**src/rtl/read_frame_pkg.sv**
```systemverilog
// Shared types and constants for the read_frame capture block.
// READ_FRAME_TYPE_FILTER_EN adds the DISCARD state and ethertype filtering.
package read_frame_pkg;

  localparam logic [8:0]  MAX_LEN     = 9'd256;
  localparam logic [15:0] FILTER_TYPE = 16'h0800;

  typedef enum logic [1:0] {
    StWaitHdr,
    StRecv,
    StDone
`ifdef READ_FRAME_TYPE_FILTER_EN
    , StDiscard
`endif
  } state_e;

  function automatic logic type_accepted(input logic [15:0] eth_type);
    return eth_type == FILTER_TYPE;
  endfunction

endpackage

```
**src/rtl/read_frame_func_inner.sv**
```systemverilog
// Captures one Ethernet frame: header fields into registers, payload bytes into a buffer.
// Define READ_FRAME_TYPE_FILTER_EN to drop frames whose ethertype is not FILTER_TYPE.
module read_frame_func_inner
  import read_frame_pkg::*;
(
  input  logic        clk,
  input  logic        rst,
  output logic [7:0]  arg_0_raddr,
  output logic [7:0]  arg_0_waddr,
  output logic [7:0]  arg_0_wdata,
  output logic        arg_0_wen,
  input  logic [7:0]  arg_0_rdata,
  output logic        valid,
  output logic [8:0]  frame_len,
  output logic [15:0] frame_type,
  output logic [47:0] frame_src_mac,
  output logic        overflow,
  output logic        frame_err,
  input  logic        arg_2_m_eth_hdr_valid,
  output logic        arg_2_m_eth_hdr_ready,
  input  logic [47:0] arg_2_m_eth_dest_mac,
  input  logic [47:0] arg_2_m_eth_src_mac,
  input  logic [15:0] arg_2_m_eth_type,
  input  logic [7:0]  arg_2_m_eth_payload_axis_tdata,
  input  logic        arg_2_m_eth_payload_axis_tvalid,
  output logic        arg_2_m_eth_payload_axis_tready,
  input  logic        arg_2_m_eth_payload_axis_tlast,
  input  logic        arg_2_m_eth_payload_axis_tuser,
  input  logic        arg_2_busy
);

  state_e      state_q;
  logic [8:0]  count_q;
  logic [15:0] type_q;
  logic [47:0] src_q;
  logic        overflow_q, err_q, valid_q, hdr_ready_q, tready_q;
  logic        beat, room;
  logic        unused_inputs;

  assign unused_inputs = ^{arg_0_rdata, arg_2_m_eth_dest_mac, arg_2_busy};

  assign beat = arg_2_m_eth_payload_axis_tvalid & tready_q;
  assign room = (count_q != MAX_LEN);

  // Writes go out in the same cycle the beat is accepted.
  always_comb begin
    arg_0_wen = 1'b0;
    if ((state_q == StRecv) && beat && room) arg_0_wen = 1'b1;
  end

  assign arg_0_raddr = 8'd0;
  assign arg_0_waddr = count_q[7:0];
  assign arg_0_wdata = arg_2_m_eth_payload_axis_tdata;

  assign valid                           = valid_q;
  assign frame_len                       = count_q;
  assign frame_type                      = type_q;
  assign frame_src_mac                   = src_q;
  assign overflow                        = overflow_q;
  assign frame_err                       = err_q;
  assign arg_2_m_eth_hdr_ready           = hdr_ready_q;
  assign arg_2_m_eth_payload_axis_tready = tready_q;

  always_ff @(posedge clk) begin
    if (rst) begin
      state_q     <= StWaitHdr;
      count_q     <= '0;
      type_q      <= '0;
      src_q       <= '0;
      overflow_q  <= 1'b0;
      err_q       <= 1'b0;
      valid_q     <= 1'b0;
      hdr_ready_q <= 1'b1;
      tready_q    <= 1'b0;
    end else begin
      unique case (state_q)
        StWaitHdr: begin
          if (arg_2_m_eth_hdr_valid) begin
            hdr_ready_q <= 1'b0;
            tready_q    <= 1'b1;
`ifdef READ_FRAME_TYPE_FILTER_EN
            if (!type_accepted(arg_2_m_eth_type)) state_q <= StDiscard;
            else
`endif
            begin
              state_q    <= StRecv;
              type_q     <= arg_2_m_eth_type;
              src_q      <= arg_2_m_eth_src_mac;
              count_q    <= '0;
              overflow_q <= 1'b0;
              err_q      <= 1'b0;
            end
          end
        end
        StRecv: begin
          if (beat) begin
            // Count saturates at MAX_LEN; extra bytes only raise overflow.
            if (room) count_q <= count_q + 9'd1;
            else      overflow_q <= 1'b1;
            if (arg_2_m_eth_payload_axis_tlast) begin
              err_q    <= arg_2_m_eth_payload_axis_tuser;
              state_q  <= StDone;
              tready_q <= 1'b0;
              valid_q  <= 1'b1;
            end
          end
        end
`ifdef READ_FRAME_TYPE_FILTER_EN
        StDiscard: begin
          if (beat && arg_2_m_eth_payload_axis_tlast) begin
            state_q     <= StWaitHdr;
            tready_q    <= 1'b0;
            hdr_ready_q <= 1'b1;
          end
        end
`endif
        StDone: ;
        default: begin
          state_q     <= StWaitHdr;
          hdr_ready_q <= 1'b1;
          tready_q    <= 1'b0;
          valid_q     <= 1'b0;
        end
      endcase
    end
  end

endmodule

```
**src/rtl/read_frame_func.sv**
```systemverilog
// Top-level wrapper for the frame capture core; optional READ_FRAME_TYPE_FILTER_EN
// ethertype filtering lives in read_frame_func_inner.
module read_frame_func (
  input  logic        clk,
  input  logic        rst,
  output logic [7:0]  arg_0_raddr,
  output logic [7:0]  arg_0_waddr,
  output logic [7:0]  arg_0_wdata,
  output logic        arg_0_wen,
  input  logic [7:0]  arg_0_rdata,
  output logic        valid,
  output logic [8:0]  frame_len,
  output logic [15:0] frame_type,
  output logic [47:0] frame_src_mac,
  output logic        overflow,
  output logic        frame_err,
  input  logic        arg_2_m_eth_hdr_valid,
  output logic        arg_2_m_eth_hdr_ready,
  input  logic [47:0] arg_2_m_eth_dest_mac,
  input  logic [47:0] arg_2_m_eth_src_mac,
  input  logic [15:0] arg_2_m_eth_type,
  input  logic [7:0]  arg_2_m_eth_payload_axis_tdata,
  input  logic        arg_2_m_eth_payload_axis_tvalid,
  output logic        arg_2_m_eth_payload_axis_tready,
  input  logic        arg_2_m_eth_payload_axis_tlast,
  input  logic        arg_2_m_eth_payload_axis_tuser,
  input  logic        arg_2_busy
);

  read_frame_func_inner u_inner (
    .clk                             (clk),
    .rst                             (rst),
    .arg_0_raddr                     (arg_0_raddr),
    .arg_0_waddr                     (arg_0_waddr),
    .arg_0_wdata                     (arg_0_wdata),
    .arg_0_wen                       (arg_0_wen),
    .arg_0_rdata                     (arg_0_rdata),
    .valid                           (valid),
    .frame_len                       (frame_len),
    .frame_type                      (frame_type),
    .frame_src_mac                   (frame_src_mac),
    .overflow                        (overflow),
    .frame_err                       (frame_err),
    .arg_2_m_eth_hdr_valid           (arg_2_m_eth_hdr_valid),
    .arg_2_m_eth_hdr_ready           (arg_2_m_eth_hdr_ready),
    .arg_2_m_eth_dest_mac            (arg_2_m_eth_dest_mac),
    .arg_2_m_eth_src_mac             (arg_2_m_eth_src_mac),
    .arg_2_m_eth_type                (arg_2_m_eth_type),
    .arg_2_m_eth_payload_axis_tdata  (arg_2_m_eth_payload_axis_tdata),
    .arg_2_m_eth_payload_axis_tvalid (arg_2_m_eth_payload_axis_tvalid),
    .arg_2_m_eth_payload_axis_tready (arg_2_m_eth_payload_axis_tready),
    .arg_2_m_eth_payload_axis_tlast  (arg_2_m_eth_payload_axis_tlast),
    .arg_2_m_eth_payload_axis_tuser  (arg_2_m_eth_payload_axis_tuser),
    .arg_2_busy                      (arg_2_busy)
  );

endmodule
```
**config.mk**
```make
export PLATFORM = sky130hd
export DESIGN_NAME = read_frame_func
export DESIGN_NICKNAME = d
export VERILOG_FILES = /design/src/rtl/read_frame_pkg.sv /design/src/rtl/read_frame_func_inner.sv /design/src/rtl/read_frame_func.sv
export SDC_FILE = /design/constraint.sdc
export NUM_CORES = 1
export LEC_CHECK = 0
export BUFFER_PORTS_ARGS = -buffer_cell sky130_fd_sc_hd__buf_2
export CAP_MARGIN = 10
export CORE_MARGIN = 2
export CORE_UTILIZATION = 37
export CTS_CLUSTER_DIAMETER = 60
export CTS_CLUSTER_SIZE = 16
export DETAILED_ROUTE_END_ITERATION = 10
export GPL_TIMING_DRIVEN = 0
export PLACE_DENSITY = 0.87
export SYNTH_ARGS = -nofsm -noshare
export SYNTH_HDL_FRONTEND = slang
export SYNTH_HIERARCHICAL = 1
export SYNTH_SLANG_ARGS = --single-unit
```
**constraint.sdc**
```tcl
create_clock -name clk -period 1.95 [get_ports clk]
set_input_delay 0.39 -clock clk [delete_from_list [all_inputs] [get_ports clk]]
set_output_delay 0.39 -clock clk [all_outputs]
set_load 0.005 [all_outputs]
```
## After elaboration in Yosys (flattened, before gate mapping)

Cells that the tools add are included.

- Add/sub/neg operators: 1
- Bitwise operators: 4
- Reduce and logical (&&, ||, !) cells: 13
- Mux-type cells: 24
- Equality and inequality tests: 8

Operator list:

| operator | number |
|---|---|
| 2-to-1 mux 9 bit | 3 |
| case mux 9 bit (2 select lines) | 1 |
| AND reduction 4 bit | 4 |
| 2-to-1 mux 1 bit | 11 |
| adder 9 x 1 -> 9 bit, second input constant | 1 |
| != test 9 bit, second input constant | 1 |
| case mux 1 bit (2 select lines) | 4 |
| 2-to-1 mux 2 bit | 3 |
| != test 2 bit, second input constant | 3 |
| case mux 2 bit (3 select lines) | 1 |
| != test 2 x 1 -> 1 bit, second input constant | 2 |
| AND reduction 2 bit | 2 |
| OR reduction 2 bit | 2 |
| NOT 1 bit | 3 |
| case mux 1 bit (3 select lines) | 1 |
| AND reduction 3 bit | 1 |
| == test 2 x 1 -> 1 bit, second input constant | 1 |
| == test 2 bit, second input constant | 1 |
| logical AND 1 bit | 2 |
| logical NOT 2 bit | 1 |
| nonzero test 2 bit | 1 |
| AND 1 bit | 1 |

- Word-level logic and storage cells: 59
- Register bits: 80

## Longest topological paths before layout

Gate-level depths: netlist (run 1).

- Depth after elaboration: 4
- Mapped depth: 8

## Worst setup path before layout (run 1)

Ideal clock, no wire load.

- Kind: reg-to-reg
- From: register u_inner.state_q[0]
- To: register u_inner.count_q[5] (netlist: u_inner/frame_len[5])
- Setup time: 71 ps
- Data arrival time: 1858 ps
- Path slack: 21 ps
- Cell stages (with the launch flop): 8
- Path through: dfxtp_1 inv_1 ha_1 buf_6 mux2i_2 a2111oi_4 or3b_1 a21oi_1

- Cells in the longest elaborated chain, start to end: 3
- Elaborated cells between the ends (all ways): 8
- Those cells by class: eq/ne (4); mux (1); reduce/logical (3)

RTL lines:

| element | RTL line | source |
|---|---|---|
| from (decl) | read_frame_func_inner.sv:32 | `state_e state_q;` |
| from (signal assigned) | read_frame_func_inner.sv:66 | `state_q <= StWaitHdr;` |
| from (signal assigned) | read_frame_func_inner.sv:86 | `state_q <= StRecv;` |
| from (signal assigned) | read_frame_func_inner.sv:102 | `state_q <= StDone;` |
| == test 2 x 1 -> 1 bit / logical NOT 2 bit (equally long branches) | read_frame_func_inner.sv:76 | `unique case (state_q)` |
| != test 2 x 1 -> 1 bit (no line), or another cell as far along | -- |  |
| AND reduction 4 bit (no line) | -- |  |
| to (signal assigned) | read_frame_func_inner.sv:98 | `if (room) count_q <= count_q + 9'd1;` |
| to (decl) | read_frame_func_inner.sv:33 | `logic [8:0] count_q;` |

Parallel ways exist; a longest one is shown, timed or not.
A chain may end at the register's enable or synchronous reset.

## Final worst setup path (run 1)

- From: register u_inner.count_q[0] (netlist: u_inner/frame_len[0])
- To: output arg_0_wen

- Cells in the longest elaborated chain, start to end: 3

RTL lines:

| element | RTL line | source |
|---|---|---|
| != test 9 bit | read_frame_func_inner.sv:43 | `assign room = (count_q != MAX_LEN);` |
| logical AND 1 bit | read_frame_func_inner.sv:48 | `if ((state_q == StRecv) && beat && room) arg_0_wen = 1'b1;` |
| 2-to-1 mux 1 bit | read_frame_func_inner.sv:48 |  |
| to (decl) | read_frame_func.sv:9 | `output logic arg_0_wen,` |

No other way between the ends.

==> flow_summary_export.csv, run 1 <==
group,metric,value,unit
global_routing,track_usage,18.0,%
power,power_frac_comb,24.5,%
logic_synthesis,ys_seq_elements,79,
setup_path,cp-start-kind,"flip-flop",
cells_and_area,stdcell_area,0.00456,mm^2
cts,cts_tree,"built",
power,power_switching,1.26,mW
die,die_width,97.9,um
timing,fin_crit_sh,98.2,%
power,power,4.06,mW
setup_path,setup.worst_path.end_class,"output port",
status,status,"finished, final reports clean",
timing,slew_headroom,63.4,%
die,num_rows,34,
place,postPlaceCellArea,0.00424,mm^2
detailed_routing,dr.first_iter.drc_count,108,
timing,fin_setup_tns,0,ns
setup_path,cp_slowest_stage_delay,0.35,ns
detailed_routing,via_count,3338,
cells_and_area,fin_nets,727,
setup_path,crit_chain,"inv_2 -> ha_2 -> nor4b_4 -> and2_4 -> nor3b_2 -> buf_2",
timing,grt_setup_unrepaired,"true",
power,p_clk_share,29.7,%
global_routing,grt_max_degree,15,
detailed_routing,drc,0,
setup_path,slowest_stage,"dfxtp_4",
place,dp_cells,680,
logic_synthesis,synth_flop_cell,"dfxtp_1",
timing,max_freq,522,MHz
place,portBuffers,163,
cells_and_area,final_cell_mix,"164 x buf_2, 133 x nand2_1, 75 x dfxtp_1",
cts,cts_buffer_depth,2,
cts,clk_latency,0.34,ns
power,ir_drop,519,uV
setup_path,critPathMaxFanout,2,
die,core_area,0.00864,mm^2
die,dieHeight,97.9,um
detailed_routing,postRouteAntennaNets,0,
cells_and_area,final_common_cell,"buf_2",
timing,holdWs,0.276,ns
die,initial_core_util,37.8,%
setup_path,crit_start,"u_inner/frame_len[0]",
power,leakagePower,2.18,nW
power,power_density,890,mW/mm^2
die,dieArea,0.00959,mm^2
setup_path,path_buf_inv,2,
detailed_routing,totalWireLength,8.89,mm
cts,root_buffer,"clkbuf_8",
global_routing,antenna_found_initial,0,
logic_synthesis,postSynth.asyncResetShare,0,%
cells_and_area,fillers,833,
logic_synthesis,synth-seq-area-share,48.4,%
detailed_routing,dr.pass1.iters,4,
place,place.gp.congestion,0.869,
logic_synthesis,synth_area_leader_cell,"dfxtp_1",
die,io_pins,238,
timing,tightest_slew,0.548,ns
power,pwr-share-seq,45.8,%
cells_and_area,drive_gt1_share,40.7,%
cts,numCtsBuffers,9,
detailed_routing,vias_per_cell,4.77,
setup_path,cp_data_arrival_time,1.52,ns
timing,finalCriticalPeriod,1.91,ns
global_routing,grt_overflow,0,
cells_and_area,final_cells,700,
power,power.share.switching,31.0,%
timing,skew,0.0116,ns
timing,setup_slack,0.0360,ns
logic_synthesis,syn_area,0.00327,mm^2
cts,htreeDepth,3,
timing,finalHoldViolCount,0,
place,hpwlAfterDp,6.64,mm
detailed_routing,wire_per_inst,12.7,um
worst_hold_path,hold_start,"arg_2_m_eth_src_mac[1]",
power,power.internal,2.80,mW
setup_path,r2r-start,"u_inner/state_q[0]",
setup_path,crit_family,"simple AND/OR/NAND/NOR gates",
timing,finalSetupViolCount,0,
cells_and_area,utilization,52.8,%
cts,clk_pin_slew,0.09,ns
logic_synthesis,yosys-top-cells-area,"dfxtp_1 48%, nand2_1 15%, a21oi_1 11%, buf_4 5.5%, clkbuf_1 2.3%",
logic_synthesis,postSynthAreaPerCell,8.12,um^2
cts,cts.sinks,79,
logic_synthesis,synth_edf_count,0,
cells_and_area,area_delta_synth_final,39.6,%
logic_synthesis,syn_inst,402,
place,dp_slack,-0.376,ns
logic_synthesis,yosysUniqueCellTypes,47,
global_routing,grt_pass1_wl,14.4,mm
logic_synthesis,yosys_warnings,6,
cells_and_area,diodes,0,
logic_synthesis,netlist.area_leader.share,48.4,%
job,max_cap_violations,0,
worst_hold_path,min_path_type,"primary input to flip-flop",
setup_path,critPathKind,"flip-flop to output port",
timing,maxSlewViolCount,0,
global_routing,grt_pass1_vias,3257,
setup_path,required,1.56,ns
path summary, 6_finish.rpt:
kind | end | cells past startpoint | slack (ns)
min | u_inner/frame_src_mac[1] | 3 | 0.28
max | arg_0_wen | 6 | 0.04
max reg2reg | u_inner/frame_len[6] | 7 | 0.09
min reg2reg | u_inner/frame_src_mac[16] | 2 | 0.45
synthesized netlist by cell type (3+ instances only):
cell      number
nand2_1      133
a21oi_1       73
nor2_1         4
nor3_1         4
dfxtp_1       79
clkbuf_1      20
nand4_1        3
buf_4         24
nand2b_1       3
nand3_1        4
inv_1          8
ha_1           5
tightest hold or removal path: cells and delay by family:
family                 cells  cell delay (ns)
buffers and inverters      1             0.09
AO/OA/AOI/OAI              1             0.05
AND/OR/NAND/NOR            1             0.04
per-layer routing:
layer / GRT usage (%) / wire length, um / up-vias
li1: - / - / 1664
met1: 19.7 / 3430 / 1521
met2: 33.7 / 4710 / 137
met3: 4.94 / 621 / 16
met4: 5.56 / 135 / 0
met5: 0 / 0 / -
kinds of logic after synthesis:
| family | count (synthesis) | share of synthesized area (%) |
|---|---|---|
| flip-flops | 79 | 48.4 |
| buffers and inverters | 57 | 10.2 |
| XOR/XNOR | 2 | 0.536 |
| AO/OA/AOI/OAI | 91 | 16.4 |
| other | 1 | 0.115 |
| adder cells (fa/ha/maj) | 5 | 1.92 |
| multiplexers | 3 | 1.07 |
| AND/OR/NAND/NOR | 164 | 21.3 |
registers in the layout, indices dropped and copies added (netlist names):
name and flops:
u_inner/overflow 1, u_inner/arg_2_m_eth_hdr_ready 1, u_inner/frame_type 16, u_inner/frame_src_mac 48, u_inner/frame_len 9, u_inner/frame_err 1, u_inner/state_q 2, u_inner/valid 1
power groups by stage:
stage	sequential (mW)	clock (mW)	combinational, mW
floorplan	1.91	0	0.559
global placement	1.89	0	0.923
detailed placement	1.90	0	0.959
CTS	1.86	1.25	0.969
global route	1.88	1.33	1.12
finish	1.86	1.20	0.995
area by class of cell:
| cell class | instances | area [um^2] | share of cell area (%) |
|---|---|---|---|
| buffer | 47 | 302 | 6.61 |
| tap | 108 | 135 | 2.96 |
| inverter | 8 | 30.0 | 0.659 |
| timing repair buffer | 169 | 861 | 18.9 |
| clock buffer | 10 | 128 | 2.80 |
| multi-input combinational | 273 | 1440 | 31.6 |
| sequential | 79 | 1590 | 35.0 |
| clock inverter | 6 | 67.6 | 1.48 |
repair_timing:
item,CTS,global route
endpoints found under the setup margin,67,49
pin swaps,2,2
gates resized for setup,18,15
setup buffers,3,3
cloned,0,0
hold buffers,0,0
(Power assumes the default switching activity.)
==> inputs of run 2 (changes only) <==
--- a/config.mk
+++ b/config.mk
@@ -13,7 +13,7 @@
 export CTS_CLUSTER_SIZE = 16
 export DETAILED_ROUTE_END_ITERATION = 10
 export GPL_TIMING_DRIVEN = 0
-export PLACE_DENSITY = 0.87
+export PLACE_DENSITY_LB_ADDON = 0.1
 export SYNTH_ARGS = -nofsm -noshare
 export SYNTH_HDL_FRONTEND = slang
 export SYNTH_HIERARCHICAL = 1
==> flow_summary_export.csv, run 2 (synthesis gave the netlist of run 1 again) <==
group,metric,value,unit
die,dieHeight,97.9,um
detailed_routing,dr.pass1.iters,4,
timing,setup_slack,0.0354,ns
worst_hold_path,hold_depth,3,
cts,htreeDepth,3,
cells_and_area,area_delta_synth_final,40.2,%
timing,max_freq,522,MHz
cells_and_area,largest_reg_flops,48,
place,place.gp.congestion,0.799,
worst_hold_path,min_path_type,"primary input to flip-flop",
setup_path,r2r_slack,0.04,ns
timing,fin_crit_sh,98.2,%
status,status,"finished, final reports clean",
place,dp_slack,-0.286,ns
detailed_routing,wire_per_inst,11.9,um
detailed_routing,totalWireLength,8.34,mm
cts,cts_tree,"built",
cts,root_buffer,"clkbuf_8",
setup_path,setup.worst_path.end_class,"flip-flop",
job,max_cap_violations,0,
setup_path,rr_worst_depth,7,
place,portBuffers,163,
cells_and_area,utilization,53.0,%
global_routing,grt_max_degree,14,
cts,cts_buffer_depth,2,
timing,finalSetupViolCount,0,
timing,finalHoldViolCount,0,
setup_path,required,2.22,ns
cells_and_area,final_cell_mix,"163 x buf_2, 133 x nand2_1, 76 x dfxtp_1",
setup_path,slowest_stage,"or4_1",
setup_path,crit_chain,"inv_1 -> ha_1 -> buf_6 -> mux2i_2 -> a21o_1 -> or4_1 -> a21oi_1",
cells_and_area,final_common_cell,"buf_2",
detailed_routing,dr.first_iter.drc_count,83,
place,dp_cells,680,
cells_and_area,drive_gt1_share,38.9,%
detailed_routing,drc,0,
setup_path,cp_data_arrival_time,2.19,ns
setup_path,cp-start-kind,"flip-flop",
global_routing,grt_pass1_vias,2991,
cells_and_area,diodes,0,
power,ir_drop,538,uV
timing,finalCriticalPeriod,1.91,ns
timing,grt_setup_unrepaired,"true",
cells_and_area,fin_nets,727,
die,initial_core_util,37.8,%
global_routing,grt_pass1_wl,13.6,mm
global_routing,antenna_found_initial,0,
timing,skew,0.00603,ns
place,hpwlAfterDp,6.10,mm
global_routing,grt_overflow,0,
die,die_width,97.9,um
cts,cts.hold.buffers_added,0,
die,io_pins,238,
power,power_density,936,mW/mm^2
timing,maxSlewViolCount,0,
cts,cts.sinks,79,
setup_path,critPathKind,"flip-flop to flip-flop",
cells_and_area,final_cells,700,
detailed_routing,postRouteAntennaNets,0,
timing,slew_headroom,65.4,%
global_routing,track_usage,17.0,%
setup_path,critPathMaxFanout,8,
detailed_routing,via_count,3226,
die,num_rows,34,
die,dieArea,0.00959,mm^2
detailed_routing,vias_per_cell,4.61,
cts,clk_latency,0.34,ns
cts,clk_pin_slew,0.08,ns
cts,numCtsBuffers,9,
power,leakagePower,2.19,nW
timing,tightest_slew,0.518,ns
setup_path,cp_slowest_stage_delay,0.48,ns
die,core_area,0.00864,mm^2
==> run 2: area by class of cell <==
cell class / instances / area [um^2]
clock inverters: 5 / 106
plain buffers: 47 / 298
clock buffers: 11 / 131
well taps: 108 / 135
multi-input cells: 273 / 1420
inverters: 8 / 30.0
flip-flops and latches: 79 / 1590
repair buffers: 169 / 861
fillers: 882 / 4060
==> run 2: power breakdown <==
part	switching (mW)	internal, mW
combinational	0.562	0.420
clock	0.595	0.855
sequential	0.0773	1.78
==> run 2: final timing paths <==
kind	from	to
worst max-delay path	u_inner/state_q[0]	u_inner/frame_len[6]
worst min-delay path	arg_2_m_eth_src_mac[4]	u_inner/frame_src_mac[4]
worst max register to register	u_inner/state_q[0]	u_inner/frame_len[6]
worst min register to register	u_inner/frame_src_mac[43]	u_inner/frame_src_mac[43]
==> run 2: stage by stage <==
stage	cell area (um^2)	TNS [ns]	hold slack (ns)	total power, mW
floorplan	3290	0	0.453	2.47
global placement	4240	-12.69	0.439	2.84
detailed placement	4240	-14.52	0.443	2.85
CTS	4560	0	0.263	4.32
global route	4580	-1.31	0.259	4.56
finish	4580	0	0.280	4.28
==> run 2: worst max-delay path, delay by kind of cell (launching register included) <==
kind                     cells  cell delay [ns]
buffers and inverters        2             0.20
AND/OR/NAND/NOR              1             0.48
flip-flops                   1             0.37
AO/OA/AOI/OAI                2             0.41
multiplexers                 1             0.20
adder cells (fa/ha/maj)      1             0.20
==> run 2: what timing repair did <==
| action | 4_1_cts | 5_1_grt |
|---|---|---|
| buffers inserted | 4 | 2 |
| gates resized for setup | 15 | 6 |
| pin swaps | 3 | 0 |
| setup endpoints to repair | 67 | 56 |
| endpoints found under the hold margin | 0 | 0 |
==> run 2: metal layers <==
layer	vias to the layer above	share of wire (%)	track usage, %
li1	1662	-	-
met1	1439	43	20.8
met2	121	48	28.7
met3	4	9.1	6.23
met4	0	0.64	4.06
met5	-	0	0
==> inputs of run 3 (changes only) <==
==> constraint.sdc (replaced) <==
create_clock -name clk -period 1.95 [get_ports clk]
set_input_delay 0.195 -clock clk [delete_from_list [all_inputs] [get_ports clk]]
set_output_delay 0.195 -clock clk [all_outputs]
set_load 0.005 [all_outputs]
==> flow_summary_export.csv, run 3 (synthesis gave the netlist of run 1 again) <==
group,metric,value,unit
global_routing,grt_use_met2,28.3,%
detailed_routing,dr.pass1.iters,4,
power,power_frac_comb,23.3,%
place,dp_cells,680,
cts,root_buffer,"clkbuf_8",
setup_path,crit_family,"simple AND/OR/NAND/NOR gates",
cts,numCtsBuffers,9,
setup_path,rr_worst_depth,7,
job,max_cap_violations,0,
cells_and_area,drive_gt1_share,39.5,%
cts,clk_pin_slew,0.09,ns
detailed_routing,postRouteAntennaNets,0,
cells_and_area,largest_reg_flops,48,
detailed_routing,via_count,3213,
setup_path,cp_data_arrival_time,2.13,ns
cts,cts_tree,"built",
die,core_area,0.00864,mm^2
power,power_density,942,mW/mm^2
global_routing,track_usage,16.8,%
worst_hold_path,hold_depth,3,
power,power.share.switching,28.8,%
setup_path,setup.worst_path.end_class,"flip-flop",
cells_and_area,final_common_cell,"buf_2",
cells_and_area,stdcell_area,0.00457,mm^2
setup_path,critPathMaxFanout,8,
cells_and_area,diodes,0,
cts,cts.hold.buffers_added,0,
worst_hold_path,min_to,"u_inner/frame_src_mac[14]",
place,portBuffers,163,
setup_path,cp-start-kind,"flip-flop",
setup_path,required,2.22,ns
power,leakagePower,2.19,nW
place,postPlaceCellArea,0.00424,mm^2
global_routing,antenna_found_initial,0,
timing,maxSlewViolCount,0,
cts,clk_latency,0.34,ns
setup_path,r2r-start,"u_inner/state_q[0]",
cts,htreeDepth,3,
setup_path,path_buf_inv,2,
global_routing,use_met3,6.16,%
power,power.internal,3.07,mW
setup_path,r2r_slack,0.09,ns
cells_and_area,final_cells,698,
die,dieArea,0.00959,mm^2
setup_path,crit_chain,"inv_1 -> ha_2 -> buf_6 -> mux2i_4 -> a21o_4 -> or4_1 -> a21oi_1",
die,die_width,97.9,um
place,place.gp.congestion,0.799,
timing,holdWs,0.0839,ns
detailed_routing,vias_per_cell,4.60,
power,ir_drop,537,uV
setup_path,slowest_stage,"or4_1",
global_routing,busiest_layer,"met2",
timing,fin_setup_tns,0,ns
detailed_routing,totalWireLength,8.32,mm
setup_path,cp_slowest_stage_delay,0.46,ns
power,pwr-share-seq,43.0,%
global_routing,grt_pass1_vias,2958,
cells_and_area,final_cell_mix,"163 x buf_2, 133 x nand2_1, 76 x dfxtp_1",
global_routing,grt_overflow,0,
die,initial_core_util,37.8,%
timing,skew,0.00623,ns
cells_and_area,fillers,885,
global_routing,grt_pass1_wl,13.4,mm
detailed_routing,wire_per_inst,11.9,um
setup_path,reg2reg_to,"u_inner/frame_len[6]",
worst_hold_path,min_path_type,"primary input to flip-flop",
detailed_routing,dr.first_iter.drc_count,78,
timing,finalHoldViolCount,0,
cts,cts_buffer_depth,2,
cells_and_area,area_delta_synth_final,40.1,%
die,dieHeight,97.9,um
power,power,4.31,mW
setup_path,critPathKind,"flip-flop to flip-flop",
global_routing,met1_usage,20.5,%
power,p_clk_share,33.7,%
timing,fin_crit_sh,95.4,%
timing,finalSetupViolCount,0,
die,io_pins,238,
power,power_switching,1.24,mW
timing,slew_headroom,66.0,%
setup_path,crit_start,"u_inner/state_q[0]",
timing,max_freq,538,MHz
timing,tightest_slew,0.508,ns
status,status,"finished, final reports clean",
timing,finalCriticalPeriod,1.86,ns
worst_hold_path,hold_start,"arg_2_m_eth_src_mac[14]",
detailed_routing,drc,0,
cells_and_area,fin_nets,725,
die,num_rows,34,
global_routing,grt_max_degree,14,
cts,cts.sinks,79,
place,hpwlAfterDp,6.10,mm
## run 3: worst max-delay path by stage
stage	slack (ns)	end	cells after the start
2_1_floorplan	0.02	u_inner/frame_len[5]	7
3_5_place_dp	-0.29	u_inner/frame_type[9]	8
3_3_place_gp	-0.24	u_inner/frame_type[5]	8
5_1_grt	-0.003	u_inner/frame_len[6]	7
6_report	0.09	u_inner/frame_len[6]	7
4_1_cts	0.002	u_inner/frame_len[6]	7
## run 3: metal layers
metal | vias to the layer above | part of all wire [%] | wire length (um)
met5 | - | 0 | 0
met4 | 0 | 0.61 | 51
met3 | 4 | 9.2 | 764
met2 | 115 | 48 | 3950
met1 | 1435 | 43 | 3550
li1 | 1659 | - | -
## run 3: metrics by stage
step	utilization, %	setup slack, ns
after global routing	53.0	-0.00337
after global placement	49.1	-0.241
after CTS	52.4	0.00198
final	53.0	0.0897
after floorplan	-	0.0213
after detailed placement	49.1	-0.286
## run 3: tightest hold or removal path, delay by kind of cell
kind	cells	cell delay (ns)
buf+inv	1	0.09
simple gates	1	0.05
compound gates	1	0.05
## run 3: final cells by class
class,instances,area (um^2),area share (%)
Tap cell,108,135,2.95
Clock buffer,11,131,2.87
Clock inverter,5,106,2.32
Buffer,47,302,6.59
Inverter,8,30.0,0.656
Sequential cell,79,1590,34.8
Timing Repair Buffer,167,846,18.5
Multi-Input combinational cell,273,1430,31.3
## run 3: power groups by stage
| stage | clock network, mW | logic, mW | registers (mW) |
|---|---|---|---|
| 2_1_floorplan | 0 | 0.559 | 1.91 |
| 3_3_place_gp | 0 | 0.947 | 1.89 |
| 3_5_place_dp | 0 | 0.956 | 1.90 |
| 4_1_cts | 1.49 | 0.965 | 1.86 |
| 5_1_grt | 1.57 | 1.14 | 1.87 |
| 6_report | 1.45 | 1.01 | 1.85 |
## run 3: repair_timing
item / 4_1_cts / 5_1_grt
setup buffers: 1 / 3
gates resized for setup: 12 / 14
gates cloned: 0 / 0
setup endpoints to repair: 67 / 56
pin swaps: 2 / 1
